==> config.mk <==
export PLATFORM = sky130hd
export DESIGN_NAME = pe_lane_array_flat
export DESIGN_NICKNAME = d
export VERILOG_FILES = /design/src/rtl/pe_lane_if.sv /design/src/rtl/pe_lane_array.sv /design/src/flat_wrapper.sv
export SDC_FILE = /design/constraint.sdc
export NUM_CORES = 1
export LEC_CHECK = 0
export ABC_AREA = 1
export CORE_MARGIN = 2
export CORE_UTILIZATION = 51
export DETAILED_ROUTE_END_ITERATION = 6
export GPL_ROUTABILITY_DRIVEN = 1
export PLACE_DENSITY = 0.84
export SYNTH_ARGS = -nofsm -noshare
export SYNTH_HDL_FRONTEND = slang
export SYNTH_SLANG_ARGS = --single-unit
export TNS_END_PERCENT = 10
==> constraint.sdc <==
create_clock -name clk -period 3.9 [get_ports clk]
set_clock_uncertainty 0.1 [all_clocks]
set_input_delay 0.78 -clock clk [delete_from_list [all_inputs] [get_ports clk]]
set_output_delay 0.78 -clock clk [all_outputs]
set_load 0.05 [all_outputs]
==> src/rtl/pe_lane_if.sv <==
// pe_lane_if: bundles the job-control, weight-beat and result handshakes of
// pe_lane_array.
//   start/len/bias : job start pulse, beat count and per-lane signed bias
//   abort          : synchronous job cancel
//   in_valid/in_ready/spike/weights : weight beat stream
//   out_valid/out_ready/out_sum/out_sat : per-lane result handshake
//   busy           : block is not idle
// master = job source / result consumer, slave = pe_lane_array.
interface pe_lane_if #(
  parameter int LANES = 8,
  parameter int BW_W  = 8,
  parameter int BW_PS = 16,
  parameter int LEN_W = 10
);
  logic                     start;
  logic [LEN_W-1:0]         len;
  logic [LANES*BW_W-1:0]    bias;
  logic                     abort;
  logic                     in_valid;
  logic                     in_ready;
  logic                     spike;
  logic [LANES*BW_W-1:0]    weights;
  logic                     out_valid;
  logic                     out_ready;
  logic [LANES*BW_PS-1:0]   out_sum;
  logic [LANES-1:0]         out_sat;
  logic                     busy;

  modport master (
    output start, len, bias, abort, in_valid, spike, weights, out_ready,
    input  in_ready, out_valid, out_sum, out_sat, busy
  );

  modport slave (
    input  start, len, bias, abort, in_valid, spike, weights, out_ready,
    output in_ready, out_valid, out_sum, out_sat, busy
  );
endinterface

==> src/rtl/pe_lane_array.sv <==
// pe_lane_array: LANES parallel saturating accumulators driven by a stream of
// binary-spike weight beats. A job loads the per-lane bias, accepts len beats
// (adding the beat's weights only when spike=1), then presents the per-lane
// sums and sticky saturation flags until the consumer accepts them.
// Ports:
//   clk  : clock, rising edge
//   rst  : synchronous active-high reset
//   bus  : pe_lane_if.slave (start/len/bias/abort, beat stream, result, busy)
module pe_lane_array #(
  parameter int LANES = 8,
  parameter int BW_W  = 8,
  parameter int BW_PS = 16,
  parameter int LEN_W = 10
) (
  input  logic      clk,
  input  logic      rst,
  pe_lane_if.slave  bus
);

  typedef enum logic [1:0] {
    S_IDLE = 2'd0,
    S_ACC  = 2'd1,
    S_OUT  = 2'd2
  } state_t;

  localparam logic [LEN_W-1:0] ONE_LEN = {{(LEN_W-1){1'b0}}, 1'b1};

  state_t                   state_q, state_d;
  logic [LANES*BW_PS-1:0]   acc_q, acc_d;
  logic [LANES-1:0]         sat_q, sat_d;
  logic [LEN_W-1:0]         cnt_q, cnt_d;
  logic [LEN_W-1:0]         len_q, len_d;
  logic                     beat_s;
  logic                     last_beat_s;
  logic [BW_PS:0]           lane_sum_s;
  logic                     in_ready_s;
  logic                     out_valid_s;
  logic                     busy_s;

  // Sign-extend a lane weight/bias to partial-sum width.
  function automatic logic [BW_PS-1:0] sext(input logic [BW_W-1:0] v);
    return {{(BW_PS-BW_W){v[BW_W-1]}}, v};
  endfunction

  // Saturating signed add. Bit BW_PS of the result flags a clamp; the lower
  // BW_PS bits hold the (possibly clamped) sum.
  function automatic logic [BW_PS:0] sat_add(input logic [BW_PS-1:0] a,
                                             input logic [BW_PS-1:0] b);
    logic [BW_PS:0] s;
    logic [BW_PS:0] r;
    s = {a[BW_PS-1], a} + {b[BW_PS-1], b};
    if (s[BW_PS] != s[BW_PS-1]) begin
      if (s[BW_PS]) begin
        r = {1'b1, 1'b1, {(BW_PS-1){1'b0}}};
      end else begin
        r = {1'b1, 1'b0, {(BW_PS-1){1'b1}}};
      end
    end else begin
      r = {1'b0, s[BW_PS-1:0]};
    end
    return r;
  endfunction

  // in_ready depends only on state, so a beat is accepted whenever ACC sees in_valid.
  assign beat_s      = (state_q == S_ACC) && bus.in_valid;
  assign last_beat_s = (cnt_q == (len_q - ONE_LEN));

  // State register plus datapath registers.
  always_ff @(posedge clk) begin
    if (rst) begin
      state_q <= S_IDLE;
      acc_q   <= '0;
      sat_q   <= '0;
      cnt_q   <= '0;
      len_q   <= '0;
    end else begin
      state_q <= state_d;
      acc_q   <= acc_d;
      sat_q   <= sat_d;
      cnt_q   <= cnt_d;
      len_q   <= len_d;
    end
  end

  // Next-state logic; abort overrides every other transition.
  always_comb begin
    state_d = state_q;
    if (bus.abort) begin
      state_d = S_IDLE;
    end else begin
      case (state_q)
        S_IDLE: begin
          if (bus.start) begin
            state_d = (bus.len != {LEN_W{1'b0}}) ? S_ACC : S_OUT;
          end else begin
            state_d = S_IDLE;
          end
        end
        S_ACC: begin
          if (beat_s && last_beat_s) begin
            state_d = S_OUT;
          end else begin
            state_d = S_ACC;
          end
        end
        S_OUT: begin
          // A start in the handshake cycle is dropped: IDLE only honours it next cycle.
          if (bus.out_ready) begin
            state_d = S_IDLE;
          end else begin
            state_d = S_OUT;
          end
        end
        default: state_d = S_IDLE;
      endcase
    end
  end

  // Accumulator, saturation, beat counter and length datapath.
  always_comb begin
    acc_d      = acc_q;
    sat_d      = sat_q;
    cnt_d      = cnt_q;
    len_d      = len_q;
    lane_sum_s = '0;
    if (bus.abort) begin
      acc_d = '0;
      sat_d = '0;
      cnt_d = '0;
    end else if ((state_q == S_IDLE) && bus.start) begin
      for (int i = 0; i < LANES; i++) begin
        acc_d[i*BW_PS +: BW_PS] = sext(bus.bias[i*BW_W +: BW_W]);
      end
      sat_d = '0;
      cnt_d = '0;
      len_d = bus.len;
    end else if (beat_s) begin
      cnt_d = cnt_q + ONE_LEN;
      if (bus.spike) begin
        for (int i = 0; i < LANES; i++) begin
          lane_sum_s = sat_add(acc_q[i*BW_PS +: BW_PS], sext(bus.weights[i*BW_W +: BW_W]));
          acc_d[i*BW_PS +: BW_PS] = lane_sum_s[BW_PS-1:0];
          sat_d[i] = sat_q[i] | lane_sum_s[BW_PS];
        end
      end else begin
        acc_d = acc_q;
      end
    end else begin
      acc_d = acc_q;
    end
  end

  // Handshake and status outputs decoded from the state register.
  always_comb begin
    in_ready_s  = 1'b0;
    out_valid_s = 1'b0;
    busy_s      = 1'b0;
    case (state_q)
      S_IDLE: begin
        in_ready_s  = 1'b0;
        out_valid_s = 1'b0;
        busy_s      = 1'b0;
      end
      S_ACC: begin
        in_ready_s  = 1'b1;
        out_valid_s = 1'b0;
        busy_s      = 1'b1;
      end
      S_OUT: begin
        in_ready_s  = 1'b0;
        out_valid_s = 1'b1;
        busy_s      = 1'b1;
      end
      default: begin
        in_ready_s  = 1'b0;
        out_valid_s = 1'b0;
        busy_s      = 1'b0;
      end
    endcase
  end

  assign bus.in_ready  = in_ready_s;
  assign bus.out_valid = out_valid_s;
  assign bus.busy      = busy_s;
  // Result registers are the accumulators themselves, so they hold through IDLE.
  assign bus.out_sum   = acc_q;
  assign bus.out_sat   = sat_q;

endmodule

==> src/flat_wrapper.sv <==
// flat-port wrapper written by rule: the top's interface ports become plain ports
module pe_lane_array_flat 
#(
  parameter int LANES = 8,
  parameter int BW_W  = 8,
  parameter int BW_PS = 16,
  parameter int LEN_W = 10
)
  (clk, rst, bus_start, bus_len, bus_bias, bus_abort, bus_in_valid, bus_spike, bus_weights, bus_out_ready, bus_in_ready, bus_out_valid, bus_out_sum, bus_out_sat, bus_busy);
  pe_lane_if #(.LANES(LANES), .BW_W(BW_W), .BW_PS(BW_PS), .LEN_W(LEN_W)) bus_i ();
  input  logic clk;
  input  logic rst;
  input wire logic [$bits(bus_i.start)-1:0] bus_start;
  input wire logic [$bits(bus_i.len)-1:0] bus_len;
  input wire logic [$bits(bus_i.bias)-1:0] bus_bias;
  input wire logic [$bits(bus_i.abort)-1:0] bus_abort;
  input wire logic [$bits(bus_i.in_valid)-1:0] bus_in_valid;
  input wire logic [$bits(bus_i.spike)-1:0] bus_spike;
  input wire logic [$bits(bus_i.weights)-1:0] bus_weights;
  input wire logic [$bits(bus_i.out_ready)-1:0] bus_out_ready;
  output wire logic [$bits(bus_i.in_ready)-1:0] bus_in_ready;
  output wire logic [$bits(bus_i.out_valid)-1:0] bus_out_valid;
  output wire logic [$bits(bus_i.out_sum)-1:0] bus_out_sum;
  output wire logic [$bits(bus_i.out_sat)-1:0] bus_out_sat;
  output wire logic [$bits(bus_i.busy)-1:0] bus_busy;
  assign bus_i.start = bus_start;
  assign bus_i.len = bus_len;
  assign bus_i.bias = bus_bias;
  assign bus_i.abort = bus_abort;
  assign bus_i.in_valid = bus_in_valid;
  assign bus_i.spike = bus_spike;
  assign bus_i.weights = bus_weights;
  assign bus_i.out_ready = bus_out_ready;
  assign bus_in_ready = bus_i.in_ready;
  assign bus_out_valid = bus_i.out_valid;
  assign bus_out_sum = bus_i.out_sum;
  assign bus_out_sat = bus_i.out_sat;
  assign bus_busy = bus_i.busy;
  pe_lane_array #(.LANES(LANES), .BW_W(BW_W), .BW_PS(BW_PS), .LEN_W(LEN_W)) u_core (.clk(clk), .rst(rst), .bus(bus_i));
endmodule
==> reports/summary.md, run 1 <==
No sink is reached through more buffers than the 2 on the longest clock path. The initial cell density of the core was 51.4%. The first global-routing pass estimated 75300 um of wire. The adder and majority cell fraction of the synthesized area came out at 14.2%. The clock latency on the worst-skew pair came out at 0.44 ns. The die covers 29200 um2.

The count of final hold-check violations was 0; the worst path buffer plus inverter count was 3. Of the post-synthesis cell area, the part taken by muxes is 0%. The worst setup path is captured at a flop.

Wires add up to 47200 um. Cell family with the largest share of critical-path delay: compound AO/OA/AOI/OAI gates. The flow ran to the end, and the final reports show no timing, DRC or antenna violations. 0 antenna diodes ended up in the layout.

The H-tree was split into 4 levels. The pre-CTS setup slack came out at -0.142 ns. After detailed routing, the average wire length per cell comes to 15.9 um. The cell that appears most often on the critical path is sky130_fd_sc_hd__a21oi_1. The tools report the initial antenna violation count as 0. Summing internal, switching and leakage power gives 6.02 mW.

The tools report the overall routing resource usage as 31.6%. The number of detailed-route iterations in the first pass is 5, and the count of pins over their slew limit is 0. The sequential cell area fraction in the yosys report was 22.3%.

Cell accounting for the most synthesized area: sky130_fd_sc_hd__dfxtp_1. In this run the vertical extent of the chip is 171 um. The relative contribution of sequential cells to total power was 29.4%. The routed design could run at a clock period as short as 3.62 ns. The netlist uses 46 different library cells. CTS saw 158 sinks. Of the available clock period, the critical path in the final layout requires 92.7%. Summed over its instances, the top area cell type makes up 22.3% of the synthesized netlist area.

Of all nets on the critical path, the largest fanout is 10. The run gives 43.2% as the remaining max-slew budget at the tightest pin. The net count of the finished layout was 2870. For this run, the top clock speed supported by timing is 0.277 GHz. The post-detailed-route DRC marker count was 0; the switching power as a share of total power was 39.6%.

The class of the worst hold path was reg -> reg. At the worst endpoint, the arrival time is 3.84 ns. Traced cell by cell, the critical path runs through clkdlybuf4s50_1 -> ha_1 -> a21oi_1 -> o21ai_0 -> a21oi_1 -> nand2_1 -> nand2_1 -> nand2_1 -> a21oi_1 -> xor2_1 -> ha_1 -> clkinv_1 -> o21ai_0 -> a21oi_1 -> o21bai_1 -> inv_1. 284 I/O pins were placed. In this run the power density over the cells is 321 nW/um2. Setup repair after global routing left no endpoint under its margin. The via density per instance is 5.56.

Delay contributed by the slowest stage of the critical path: 0.64 ns. The initialized floorplan defines 61 standard-cell rows. The area added between synthesis and finish works out to 32.3%. Setup slack closes at 0.285 ns. Detailed placement finished with a half-perimeter wire length of 36400 um. The synthesized netlist devotes 3.21% of its cell area to XOR and XNOR gates. The tools report the internal power component as 3.64 mW. The congestion estimate from routability-driven global placement came to 0.996. Of the total power, combinational logic draws 41.7%.

In this run, the number of DRC markers left after iteration 0 of detailed routing was 1181. The number of flops mapped to enable cells by yosys is 0. After global routing the overflow that remains totals 0. The portion of total power attributed to the clock network was 28.9%; the die span in x was 171 um. TritonCTS created 17 clock buffers.

The worst setup path is launched from a primary input. The gate count after technology mapping was 2206; the flip-flop and latch count after synthesis was 158. The maximum VDD drop is 0.000254 V, and the via count is 16500. The number of port buffers came out at 283. Ranked by total cell area, the synthesized netlist is headed by sky130_fd_sc_hd__dfxtp_1, sky130_fd_sc_hd__nand2_1, sky130_fd_sc_hd__ha_1. The slowest stage of the critical path belongs to the cell sky130_fd_sc_hd__clkdlybuf4s50_1.

At the worst endpoint, the required time is 4.13 ns. Of the cells placed in the final design, the portion with a size suffix greater than 1 is 7.63%. After synthesis, the largest family of logic cells by area is simple AND/OR/NAND/NOR gates. The critical path start-end classification is in -> reg. The most used flip-flop cell after synthesis is sky130_fd_sc_hd__dfxtp_1.

The run gives 0 as the final antenna-violating net count. Via count of the first global-routing pass: 15700. At the pin with the least slew margin, the transition time is 0.852 ns. The fraction of the mapped netlist area in compound gates is 21.7%. The commonest cells after synthesis are sky130_fd_sc_hd__nand2_1, sky130_fd_sc_hd__inv_1, sky130_fd_sc_hd__a21oi_1, sky130_fd_sc_hd__nor2_1, sky130_fd_sc_hd__dfxtp_1.

Of all flip-flops after synthesis, the portion carrying an async set or reset was 0%. Synthesized-area fraction occupied by and/or/nand/nor cells: 30.5%. TritonCTS built the clock tree.

The tool flagged a number of max-cap violations equal to 0. The synthesized area divided by synthesized cell count is 6.43 um2, and the core box area is 27600 um2. The run gives 100 as the maximum number of pins on one net before global-route repair. The number of warnings reported in the yosys synthesis log is 0. When the netlist entered floorplanning its net count stood at 2507. The clock-pin slew reported for the worst setup and hold paths after clock tree synthesis came out at 0.07 ns. Setup violations remaining at the end of the flow were counted as 0. The library cell with the highest instance count after synthesis was sky130_fd_sc_hd__nand2_1.

The analysis attributes to net switching a power of 2.38 mW. Summed over all cells, the static leakage comes to 9.22 nW. The mapped netlist covers 14200 um2.

The root buffer cell chosen for the clock tree is sky130_fd_sc_hd__clkbuf_16.
==> sequential cells by signal (all words and copies together), names as in the netlist <==
| register | cells |
|---|---|
| u_core.state_q | 2 |
| u_core.len_q | 10 |
| u_core.cnt_q | 10 |
| u_core.bus.out_sat | 8 |
| u_core.bus.out_sum | 128 |
==> cells by family after synthesis <==
logic type               count (synthesis)
AND/OR/NAND/NOR                       1013
XOR/XNOR                                52
buffers and inverters                  301
AO/OA/AOI/OAI                          526
flip-flops                             158
adder cells (fa/ha/maj)                156
==> cell usage in the layout (no fill, tap or decap), types with 17 or more instances in the layout <==
master,instances
sky130_fd_sc_hd__inv_1,233
sky130_fd_sc_hd__nand3_1,150
sky130_fd_sc_hd__a21oi_1,223
sky130_fd_sc_hd__o21ai_0,147
sky130_fd_sc_hd__o221ai_1,56
sky130_fd_sc_hd__dfxtp_1,158
sky130_fd_sc_hd__xor2_1,36
sky130_fd_sc_hd__clkbuf_16,17
sky130_fd_sc_hd__nand4_1,35
sky130_fd_sc_hd__nand2_1,550
sky130_fd_sc_hd__ha_1,148
sky130_fd_sc_hd__buf_4,109
sky130_fd_sc_hd__nor2_1,196
sky130_fd_sc_hd__nand3b_1,17
sky130_fd_sc_hd__clkdlybuf4s50_1,282
sky130_fd_sc_hd__o21bai_1,59
==> power groups by stage <==
| stage | Combinational, mW | Sequential, mW | Clock, mW |
|---|---|---|---|
| 6_report | 2.51 | 1.77 | 1.74 |
| 2_1_floorplan | 1.35 | 2.02 | 0 |
| 3_5_place_dp | 2.47 | 1.81 | 0 |
| 5_1_grt | 2.76 | 1.78 | 1.82 |
| 3_3_place_gp | 2.43 | 1.80 | 0 |
| 4_1_cts | 2.49 | 1.77 | 1.75 |
==> worst paths after layout <==
| check | cells after the start | end | start | slack, ns |
|---|---|---|---|---|
| worst max-delay path | 16 | u_core.bus.out_sum[83] | bus_weights[47] | 0.28 |
| worst min-delay path | 2 | u_core.bus.out_sat[7] | u_core.bus.out_sat[7] | 0.37 |
| worst max register to register | 15 | u_core.bus.out_sum[102] | u_core.bus.out_sum[102] | 0.82 |
| worst min register to register | 2 | u_core.bus.out_sat[7] | u_core.bus.out_sat[7] | 0.37 |
==> metal layers <==
layer / vias to the layer above / track usage, % / share of wire, %
li1: 8189 / - / -
met3: 112 / 6.22 / 6.5
met4: 0 / 12.5 / 3.6
met5: - / 0 / 0
met1: 7601 / 37.9 / 43
met2: 550 / 55.5 / 47
==> layout make-up <==
class	instances	area, um2
clock inverter	12	136
sequential	158	3160
tap	378	473
timing repair buffer	396	3730
clock buffer	20	447
inverter	249	937
multi-input combinational	1747	9890
fill	2478	8850
==> stage by stage <==
| step | hold WS, ns | TNS, ns | cells | area [um2] | utilization, % |
|---|---|---|---|---|---|
| after floorplan | 0.350 | 0 | 2206 | 14200 | - |
| after global placement | 0.348 | -0.380 | 2928 | 18200 | 65.9 |
| after detailed placement | 0.358 | -3.24 | 2928 | 18200 | 65.9 |
| after CTS | 0.373 | 0 | 2960 | 18800 | 68.0 |
| after global routing | 0.381 | 0 | 2960 | 18800 | 68.0 |
| final | 0.373 | 0 | 2960 | 18800 | 68.0 |
==> repair_timing <==
action                     CTS  global route
hold buffers                 0             0
resized for setup            0             2
setup endpoints to repair    0             8
buffers inserted             0             0
==> worst register-to-register path: stages (launching register included) <==
cell and delay [ns]:
sky130_fd_sc_hd__dfxtp_1 0.40, sky130_fd_sc_hd__ha_1 0.28, sky130_fd_sc_hd__a21oi_1 0.24, sky130_fd_sc_hd__o21ai_0 0.16
sky130_fd_sc_hd__a21oi_1 0.22, sky130_fd_sc_hd__nand2_1 0.08, sky130_fd_sc_hd__nand2_1 0.08, sky130_fd_sc_hd__nand2_1 0.05
sky130_fd_sc_hd__a21oi_1 0.22, sky130_fd_sc_hd__xor2_1 0.19, sky130_fd_sc_hd__ha_1 0.26, sky130_fd_sc_hd__buf_4 0.14
sky130_fd_sc_hd__nand3_2 0.17, sky130_fd_sc_hd__nand2_2 0.16, sky130_fd_sc_hd__o21bai_1 0.17, sky130_fd_sc_hd__inv_1 0.05
Power figures use the tool's default switching activity.
==> run 2: changes to the inputs <==
- SLEW_MARGIN: default -> 20
==> results of run 2 <==
Same layout as run 1: the final DEF is identical, and so are final timing and power.
==> run 3: changes to the inputs <==
- CAP_MARGIN: default -> 20
- CELL_PAD_IN_SITES_DETAIL_PLACEMENT: default -> 0
- CELL_PAD_IN_SITES_GLOBAL_PLACEMENT: default -> 1
- CORE_UTILIZATION: 51 -> 37
- PLACE_DENSITY: 0.84 -> 0.87
==> reports/summary.md, run 3 (synthesis gave the netlist of run 1 again) <==
The standard cell with the maximum stage delay on the critical path was sky130_fd_sc_hd__clkdlybuf4s50_1. Setup repair after global routing left no endpoint under its margin. The run gives 24.5% (-7.1 points) as the overall routing resource usage. The run gives 37800 um2 (+37%) as the core box area. The final period demand of the worst path was 3.63 ns (+0.0172 ns); the die span in x was 200 um (+17%). For the via count of the first global-routing pass, the log shows 15300 (-2.6%).

The final antenna-violating net count is 0 (unchanged), and the area of placed instances is 18400 um2 (+0.93%). Critical path start-end classification: in -> reg. Maximum clock path buffer count: 2 (unchanged). The sink count of the clock tree came out at 158 (unchanged).

The global placement routability congestion was 0.957 (-4.0%). In this run the critical register-to-register path is launched from u_core.bus.out_sum[104]. The average wire per standard cell works out to 15.9 um (-0.29%).

Termination of the worst setup path: u_core.bus.out_sum[98]. STA classifies the critical path endpoint as a flop. The routing layer with the top usage in global route is met2. In the layout the commonest cells are sky130_fd_sc_hd__nand2_1, sky130_fd_sc_hd__clkdlybuf4s50_1, sky130_fd_sc_hd__inv_1, sky130_fd_sc_hd__a21oi_1, sky130_fd_sc_hd__nor2_1. Number of top-level pins: 284 (unchanged). For the total congestion overflow after global routing, the log shows 0 (unchanged). The number of flip-flops in the largest register is 128 (unchanged), and the fill cell instance count of the final layout is 3788 (+53%). The power density relative to cell area came out at 315 nW/um2 (-1.7%). The number of detailed-route iterations in the first pass came out at 5 (unchanged). The run gives 31.1% (-6.7 points) as the global routing usage on met1. The clock-pin slew reported for the worst setup and hold paths after clock tree synthesis was 0.07 ns (about the same). The number of port buffers was 283 (unchanged); the max-cap check violation count was 0 (unchanged). The path length in cells of the critical path was 16 (unchanged).

TritonCTS built the clock tree. The initial cell density of the core came out at 37.6% (-14 points). The initial antenna violation count is 0 (unchanged), and the worst-path maximum fanout is 9 (-1).

The tools report the critical register-to-register path endpoint as u_core.bus.out_sum[98]. Count of cells resized by post-cts repair: 0 (unchanged). The cell family with the largest share of critical-path delay is compound AO/OA/AOI/OAI gates. The TritonCTS buffer count is 17 (unchanged), and the CTS H-tree depth is 4 (unchanged). The final non-filler cell area is 18900 um2 (+0.72%), and the pre-CTS setup slack is -0.161 ns (-0.0195 ns). The run gives 39900 um2 (+37%) as the die footprint. Tracing the worst setup path back leads to its startpoint at bus_weights[55]. The signal on the critical path passes through clkdlybuf4s50_1 -> ha_1 -> a21oi_1 -> o21ai_0 -> a21oi_1 -> nand2_1 -> nand2_1 -> nand2_1 -> a21oi_1 -> xor2_1 -> ha_1 -> buf_4 -> nand3_2 -> nand2_2 -> o21bai_1 -> inv_1. The slack of the critical path was 0.268 ns (-0.0172 ns); the worst endpoint required time was 4.17 ns (+0.04 ns). The number of setup buffers added after CTS is 0 (unchanged), and the cts-stage hold buffer count is 0 (unchanged).

The total design power was 5.96 mW (-0.96%). The worst-case reg-to-reg path depth was 15 (unchanged). The run gives 0.47 ns (+0.03 ns) as the clock latency on the worst-skew pair.

The tools report the remaining max-slew budget at the tightest pin as 32.6% (-11 points). For the count of pins over their slew limit, the log shows 0 (unchanged). The commonest non-fill, non-tap cell in the layout is sky130_fd_sc_hd__nand2_1. For the count of antenna diodes in the layout, the log shows 0 (unchanged). The net count of the finished layout was 2872 (+0.070%); the reported leakage power was 9.20 nW (-0.21%). The slew at the pin closest to its max-slew limit is 1.01 ns (+0.159 ns), and the sum of routed wire length over all layers is 49200 um (+4.3%). The path class of the tightest hold or removal check is reg -> reg.

The floorplan row count was 71 (+16%). The worst setup path is launched from a primary input. The tools report the post-route non-filler standard cell count as 3095 (+4.6%). The run finished with clean final reports. The tools report the number of DRC markers in iteration 0 as 676 (-43%).

The tools report the count of endpoints failing setup in the final report as 0 (unchanged). The post-detailed-route DRC marker count is 0 (unchanged). The tools report the maximum VDD drop as 0.000303 V (+19%). The post-route fraction of the period consumed by the critical path is 93.1% (+0.44 points), and the HPWL reported at the end of detailed placement is 37900 um (+4.1%).

The logs give 0 (unchanged) for the count of final hold-check violations and 3.90 ns (+0.06 ns) for the data arrival time of the worst path. The worst path buffer plus inverter count was 3 (unchanged); the share of layout cells above drive strength 1 was 7.74% (+0.11 points). In this run the clock root is driven by a sky130_fd_sc_hd__clkbuf_16. The tools report the met2 routing resource usage after global routing as 42.4% (-13 points). The met3 global-route usage came out at 4.17% (-2.1 points). The vertical die dimension is 200 um (+17%), and the post-placement cell count is 3063 (+4.6%). The via density per instance is 5.21 (-6.3%), and the area added between synthesis and finish is 33.3%. The delay contributed by the slowest stage of the critical path was 0.59 ns (-0.05 ns). The top achievable clock speed came out at 0.275 GHz (-0.47%). The wire length of the first global-routing pass came out at 78100 um (+3.7%).

The maximum number of pins on one net before global-route repair is 128 (+28%), and the worst reg-to-reg setup slack is 0.81 ns (about the same). The via count was 16100 (-2.0%).
==> run 3: cell count changes in the layout (fill, tap and decap cells not counted), sizes merged <==
| cell | before | now |
|---|---|---|
| inv | 245 | 250 |
| buf | 113 | 115 |
| bufinv | 2 | 0 |
| clkdlybuf4s50 | 282 | 283 |
| dlymetal6s2s | 1 | 0 |
| clkbuf | 20 | 17 |
==> run 3: how the worst min path moves through the flow <==
stage          slack [ns]                   from  cells past startpoint               endpoint
2_1_floorplan        0.35        u_core.len_q[7]                      2        u_core.len_q[7]
3_3_place_gp         0.35  u_core.bus.out_sat[5]                      2  u_core.bus.out_sat[5]
3_5_place_dp         0.36  u_core.bus.out_sat[4]                      2  u_core.bus.out_sat[4]
4_1_cts              0.38        u_core.cnt_q[9]                      2        u_core.cnt_q[9]
5_1_grt              0.40        u_core.cnt_q[9]                      2        u_core.cnt_q[9]
6_report             0.38  u_core.bus.out_sat[5]                      2  u_core.bus.out_sat[5]
==> run 3: worst register-to-register path, delay by kind of cell, from the launching register on <==
kind                       cells  cell delay (ns)
DFF                            1             0.34
AOI/OAI and AO/OA              5             0.98
buffers and inverters          2             0.21
adders and majority gates      2             0.61
xor gates and xnor gates       1             0.19
and+or+nand+nor                5             0.58
==> run 3: cell type report <==
class	instances	area (um2)	share of cell area (%)
Clock buffer	17	425	2.25
Clock inverter	15	126	0.668
Inverter	249	937	4.95
Multi-Input combinational cell	1747	9890	52.3
Sequential cell	158	3160	16.7
Tap cell	511	639	3.38
Timing Repair Buffer	398	3730	19.7
==> run 3: power by group <==
part           internal, mW  leakage [nW]  switching (mW)
registers              1.69          1.29          0.0782
logic                 0.982          7.65            1.55
clock network         0.833         0.264           0.833
==> run 3: through the flow <==
stage / util [%] / hold WS [ns] / TNS (ns)
detailed placement: 48.6 / 0.358 / -2.85
finish: 50.1 / 0.375 / 0
global placement: 48.6 / 0.352 / -0.857
CTS: 50.1 / 0.380 / 0
global route: 50.1 / 0.399 / 0
floorplan: - / 0.350 / 0
==> run 3: layer usage <==
| metal | vias to the layer above | wire length (um) |
|---|---|---|
| met5 | - | 0 |
| met4 | 0 | 1160 |
| met3 | 68 | 2710 |
| met2 | 429 | 23100 |
| met1 | 7393 | 22200 |
| li1 | 8227 | - |
